## src/rtl/data_stack.sv

```systemverilog
// ----------------------------------------------------------------------------
// data_stack
//
// Purpose:
//   LIFO holding the Forth data-stack entries that sit below T. A push spills
//   the current T into the stack. A pop removes the top stored entry. The
//   registered N output always shows the top stored entry, or 0 when the
//   stack is empty. N feeds T_In for drop and binary operations.
//   All state changes on the falling edge of clk, the same edge as the
//   T register.
//
// Ports:
//   clk      in   1      system clock (state updates on the falling edge)
//   rst      in   1      synchronous active-high reset, sampled on falling edge
//   push     in   1      spill T onto the stack this cycle
//   pop      in   1      remove the top entry this cycle (push+pop = replace)
//   T        in   WIDTH  current top-of-stack value from the T register
//   err_clr  in   1      clears the sticky ovf/unf flags
//   N        out  WIDTH  next-of-stack value (top stored entry)
//   depth    out  CNT_W  number of valid entries, 0..DEPTH
//   empty    out  1      depth == 0
//   full     out  1      depth == DEPTH
//   ovf      out  1      sticky overflow flag
//   unf      out  1      sticky underflow flag
//
// Build option:
//   DSTACK_CIRC_EN - when defined, the stack is circular. A push while full
//   overwrites the oldest entry and advances a wrap-around base. ovf is never
//   set. When undefined, a push while full is ignored and sets ovf.
// ----------------------------------------------------------------------------
module data_stack #(
   parameter int WIDTH = 3,
   parameter int DEPTH = 8,
   parameter int CNT_W = $clog2(DEPTH) + 1
) (
   input  logic             clk,
   input  logic             rst,
   input  logic             push,
   input  logic             pop,
   input  logic [WIDTH-1:0] T,
   input  logic             err_clr,
   output logic [WIDTH-1:0] N,
   output logic [CNT_W-1:0] depth,
   output logic             empty,
   output logic             full,
   output logic             ovf,
   output logic             unf
);

   localparam int AW = $clog2(DEPTH);
   localparam logic [AW-1:0]    IDX_ONE = AW'(1);
   localparam logic [AW-1:0]    IDX_TWO = AW'(2);
   localparam logic [CNT_W-1:0] CNT_ONE = CNT_W'(1);
   localparam logic [CNT_W-1:0] CNT_TWO = CNT_W'(2);
   localparam logic [CNT_W-1:0] CNT_MAX = CNT_W'(DEPTH);

   // ------------------------------------------------------------------------
   // State
   // ------------------------------------------------------------------------
   logic [WIDTH-1:0] mem_q [DEPTH];
   logic [CNT_W-1:0] sp_q, sp_d;
   logic [WIDTH-1:0] n_q, n_d;
   logic             ovf_q, ovf_d;
   logic             unf_q, unf_d;

   // Storage write port, decoded in the next-state logic.
   logic             mem_we;
   logic [AW-1:0]    mem_waddr;
   logic [WIDTH-1:0] mem_wdata;

   // Physical slot of logical entry 0. It only moves in circular mode.
   logic [AW-1:0]    base;
`ifdef DSTACK_CIRC_EN
   logic [AW-1:0]    base_q, base_d;
   assign base = base_q;
`else
   assign base = '0;
`endif

   // ------------------------------------------------------------------------
   // Address arithmetic
   // ------------------------------------------------------------------------
   // All indices wrap modulo DEPTH. That is why the low AW bits of sp are
   // enough. When sp == DEPTH, sp[AW-1:0] is 0, so wr_idx lands back on base
   // (the oldest slot) and top_idx lands on base-1 (the newest slot).
   logic [AW-1:0] wr_idx;     // slot the next push writes
   logic [AW-1:0] top_idx;    // slot of the current top entry
   logic [AW-1:0] below_idx;  // slot of the entry under the top

   always_comb begin
      wr_idx    = base + sp_q[AW-1:0];
      top_idx   = wr_idx - IDX_ONE;
      below_idx = wr_idx - IDX_TWO;
   end

   // ------------------------------------------------------------------------
   // Status (combinational from sp)
   // ------------------------------------------------------------------------
   logic is_empty, is_full;

   assign is_empty = (sp_q == '0);
   assign is_full  = (sp_q == CNT_MAX);

   // ------------------------------------------------------------------------
   // Next-state decode
   // ------------------------------------------------------------------------
   always_comb begin
      // NOTE: every output of this block gets a default first, so no path
      // leaves a signal unassigned and no latch is inferred.
      sp_d      = sp_q;
      n_d       = n_q;
      ovf_d     = ovf_q;
      unf_d     = unf_q;
      mem_we    = 1'b0;
      mem_waddr = wr_idx;
      mem_wdata = T;
`ifdef DSTACK_CIRC_EN
      base_d    = base_q;
`endif

      // Clear first, so an error event below in the same cycle wins.
      if (err_clr) begin
         ovf_d = 1'b0;
         unf_d = 1'b0;
      end

      if (push && pop && !is_empty) begin
         // Replace: overwrite the top entry in place, depth unchanged.
         mem_we    = 1'b1;
         mem_waddr = top_idx;
         n_d       = T;
      end else if (push) begin
         // Plain push. Push+pop on an empty stack also takes this path.
         if (!is_full) begin
            mem_we    = 1'b1;
            mem_waddr = wr_idx;
            sp_d      = sp_q + CNT_ONE;
            n_d       = T;
         end else begin
`ifdef DSTACK_CIRC_EN
            // wr_idx == base here, so the oldest entry is overwritten and
            // becomes the newest. Advancing base drops it from the bottom.
            mem_we    = 1'b1;
            mem_waddr = wr_idx;
            base_d    = base_q + IDX_ONE;
            n_d       = T;
`else
            ovf_d = 1'b1;
`endif
         end
      end else if (pop) begin
         if (!is_empty) begin
            sp_d = sp_q - CNT_ONE;
            // N moves to the new top on the same edge, so the consumer sees
            // it with no extra latency.
            n_d  = (sp_q >= CNT_TWO) ? mem_q[below_idx] : '0;
         end else begin
            unf_d = 1'b1;
         end
      end
   end

   // ------------------------------------------------------------------------
   // Registers
   // ------------------------------------------------------------------------
   // NOTE: sequential state uses non-blocking assignments only. This way,
   // every register samples the values from before the edge.
   always_ff @(negedge clk) begin
      if (rst) begin
         sp_q   <= '0;
         n_q    <= '0;
         ovf_q  <= 1'b0;
         unf_q  <= 1'b0;
`ifdef DSTACK_CIRC_EN
         base_q <= '0;
`endif
      end else begin
         sp_q   <= sp_d;
         n_q    <= n_d;
         ovf_q  <= ovf_d;
         unf_q  <= unf_d;
`ifdef DSTACK_CIRC_EN
         base_q <= base_d;
`endif
      end
   end

   // NOTE: the storage array has no reset. sp alone decides which entries
   // are valid, and leaving the array out of reset lets it map onto plain
   // RAM or flops without a reset tree.
   always_ff @(negedge clk) begin
      if (!rst && mem_we) begin
         mem_q[mem_waddr] <= mem_wdata;
      end
   end

   // ------------------------------------------------------------------------
   // Outputs
   // ------------------------------------------------------------------------
   assign N     = n_q;
   assign depth = sp_q;
   assign empty = is_empty;
   assign full  = is_full;
   assign ovf   = ovf_q;
   assign unf   = unf_q;

endmodule

```

## config.mk

```make
export PLATFORM = sky130hd
export DESIGN_NAME = data_stack
export DESIGN_NICKNAME = d
export VERILOG_FILES = /design/src/rtl/data_stack.sv
export SDC_FILE = /design/constraint.sdc
export NUM_CORES = 1
export LEC_CHECK = 0
export BUFFER_PORTS_ARGS = -buffer_cell sky130_fd_sc_hd__buf_2
export CORE_MARGIN = 2
export CORE_UTILIZATION = 45
export DETAILED_ROUTE_END_ITERATION = 10
export PLACE_DENSITY = 0.69
export SLEW_MARGIN = 30
export SYNTH_ARGS = -nofsm -noshare
export SYNTH_HDL_FRONTEND = slang
export SYNTH_SLANG_ARGS = --single-unit
```

## constraint.sdc

```tcl
create_clock -name clk -period 3 [get_ports clk]
set_input_delay 0.45 -clock clk [delete_from_list [all_inputs] [get_ports clk]]
set_output_delay 0.45 -clock clk [all_outputs]
set_load 0.02 [all_outputs]
```

==> results by group <==
Floorplan
  – DIE WIDTH: ~66 µm
  – Total core area: roughly 3700 µm²
  – Initial Utilization: between 40% and 50%
  – Die Y: approximately 66 µm
  – Total die area: 4330 µm²
  – Boundary pin count: 19
  – Placement row count: 22

Route
  – Vias per inst: 5.36
  – Final ANT Viol Nets: 0
  – DRT Pass-1 Iters: 4
  – Total wire length: ~4300 µm
  – DRC Markers: 0
  – Wirelength per Cell: 15.8 µm
  – Routed via count: roughly 1,400
  – Drt first-iter violations: about 90

Worst setup path
  – Worst path slowest cell: or3b_4
  – CP startpoint kind: register
  – R2r setup slk: 0.87 ns
  – CP Max Fanout: 3
  – WP data arrival: about 3.0 ns
  – CP required: roughly 2.6 ns
  – Critical Path, Cell by Cell: inv_2 > ha_4 > or3b_4 > inv_4 > buf_6
  – Critical path's largest stage delay: about 0.40 ns
  – Kind of end point of the critical path: primary output
  – Critical path type: reg2out

STA
  – Pins Over Slew Limit: 0
  – Worst setup margin: -0.423 ns
  – Clock Skews: 0.0183 ns
  – Worst Tran Pin Value: 0.616 ns
  – Headroom to the max-slew limit: 57.8%
  – Worst hold slack: around 0.47 ns
  – Final Hold Fails: 0
  – RSZ-0062 raised after global routing: true
  – Final setup fails: 3

Run
  – Max-Cap Viols: 0

Synth
  – Yosys reg bits: 33
  – Cell Area, Synth: between 1500 and 2000 µm²
  – Syn. warnings: 0
  – Post-Syn Nets: ~160
  – Post-synth ARST share: 0%
  – Most used DFF post-synth: edfxtp_1
  – Cell variety after synth: 48
  – Syn Area/Cell: 12.0 µm²
  – EDFF count, synth: 24
  – Post-synthesis cell count: between 100 and 150
  – Sequential area share after synthesis: between 50% and 60%

GRT
  – Vias in the first global route: between 1,500 and 2,000
  – Global route overflow: 0
  – Global-route wire length before repair: 6880 µm
  – GRT Total Usage: 21.8%
  – Largest net degree at the start of global routing: 18
  – Initial antenna violation count: 0

Finish
  – Area grow syn2layout: 45.0%
  – Final Cell Area: 2490 µm²
  – Nets@finish: between 200 and 250
  – Number of diodes: 0
  – # fillers: between 200 and 300
  – Final Instance Count excl. Fillers: 270
  – Share of cells above drive strength 1: about 40%

Run status
  – Failing checks: negative setup slack
  – Outcome: complete, but fails checks

Clock tree
  – Worst-path clk slew: around 0.04 ns
  – CTS root buf: clkbuf_8
  – Cts hold-fix bufs: 0
  – CTS tree: yes
  – Clock tree sinks: 33
  – Worst skew pair latency: around 0.35 ns
  – Max clock buf depth: 2
  – # H-tree levels: 2
  – CTS buffer count: 5

Power
  – VDD IR max: 914 µV
  – Leakage: between 1 and 1.5 nW
  – Cell Pwr Density: approximately 1000 nW/µm²

Placed design
  – Placed cells: roughly 220
  – Post-DP HPWL: 2810 µm
  – DP Area: 2130 µm²
  – I/O Buffers: 18
  – Placer Congestion: 0.820

Worst hold path
  – Hold Path Class: reg2reg
registers in the layout (all words and copies together), names as in the netlist:
name,count
depth,4
N,3
mem_q,24
unf,1
ovf,1
cells in the mapped netlist, types with 2 or more instances:
library cell	instances	share of area [%]
a211oi_1	2	0.87
a21oi_1	6	1.7
and3_1	4	1.5
buf_2	3	0.87
buf_4	2	0.87
dfxtp_1	9	10
edfxtp_1	24	42
ha_1	4	2.9
inv_1	7	1.5
mux2_2	5	3.3
mux2i_1	6	3.5
mux4_1	2	3.1
nand2_1	6	1.3
nand2b_1	4	1.5
nand4_1	3	1.1
nor2_1	6	1.3
nor2b_1	4	1.5
nor3_1	9	2.6
o21ai_0	6	1.7
o21ai_1	2	0.58
or3_1	2	0.73
worst max-delay path: cells and delay by family, from the launching register on:
family,cells,cell delay (ns)
buffers and inverters,3,0.25
flip-flops,1,0.33
AND/OR/NAND/NOR,1,0.40
adder cells (fa/ha/maj),1,0.15
layer usage:
metal  track usage [%]  wire length, µm  vias to the layer above
met1              25.6             1940                      712
met4              8.33               34                        0
met3              8.01              143                        5
met5                 0                0                        -
li1                  -                -                      705
met2              36.4             2140                       25
metrics by stage:
stage	util, %	power (W)	setup WS, ns	setup TNS (ns)
floorplan	-	0.00146	-0.267	-3.53
global placement	58.1	0.00172	-0.402	-10.13
detailed placement	58.1	0.00174	-0.472	-11.53
CTS	67.0	0.00247	-0.419	-0.894
global route	68.1	0.00269	-0.471	-1.04
finish	68.1	0.00251	-0.423	-0.882
kinds of logic after synthesis:
logic type / count (synthesis) / synth area share, %
mux: 14 / 11.1
fa+ha+maj: 5 / 4.08
compound gates: 24 / 9.17
flops: 33 / 52.4
xor+xnor: 2 / 1.02
simple gates: 50 / 17.2
buf+inv: 15 / 4.95
cells in the final DEF (no fill, tap or decap), drive strengths merged, types with 5 or more instances in the layout:
cell type / synthesis / final
edfxtp: 24 / 24
mux2: 5 / 5
nand2: 6 / 6
mux2i: 6 / 6
o21ai: 8 / 8
inv: 7 / 40
buf: 6 / 47
dfxtp: 9 / 9
a21oi: 6 / 6
nor2: 6 / 6
clkbuf: 2 / 5
nor3: 9 / 9
path summary, 6_finish.rpt:
check | startpoint | end | cells after the start
max | depth[1] | empty | 5
min | ovf | ovf | 2
max reg2reg | depth[1] | mem_q[4][2] | 8
min reg2reg | ovf | ovf | 2
power breakdown:
part	leakage (nW)	total [W]	internal (W)	switching, W
Combinational	0.562	0.00123	0.000571	0.000658
Sequential	0.292	0.000611	0.000569	0.0000419
Clock	0.245	0.000675	0.000387	0.000288
what timing repair did:
| item | in CTS | in global routing |
|---|---|---|
| hold endpoints to repair | 0 | 0 |
| pin swaps | 2 | 1 |
| setup endpoints to repair | 26 | 24 |
| resized for setup | 13 | 7 |
| buffers inserted | 5 | 1 |
| cloned | 0 | 0 |
layout make-up:
| type | count | area [µm²] | area share (%) |
|---|---|---|---|
| clock buffer | 5 | 68.8 | 2.76 |
| sequential | 33 | 907 | 36.4 |
| clock inverter | 36 | 188 | 7.53 |
| multi-input combinational | 95 | 890 | 35.7 |
| tap | 48 | 60.1 | 2.41 |
| inverter | 6 | 40.0 | 1.61 |
| timing repair buffer | 47 | 339 | 13.6 |
Note: power is estimated with default switching activity, not from simulation.
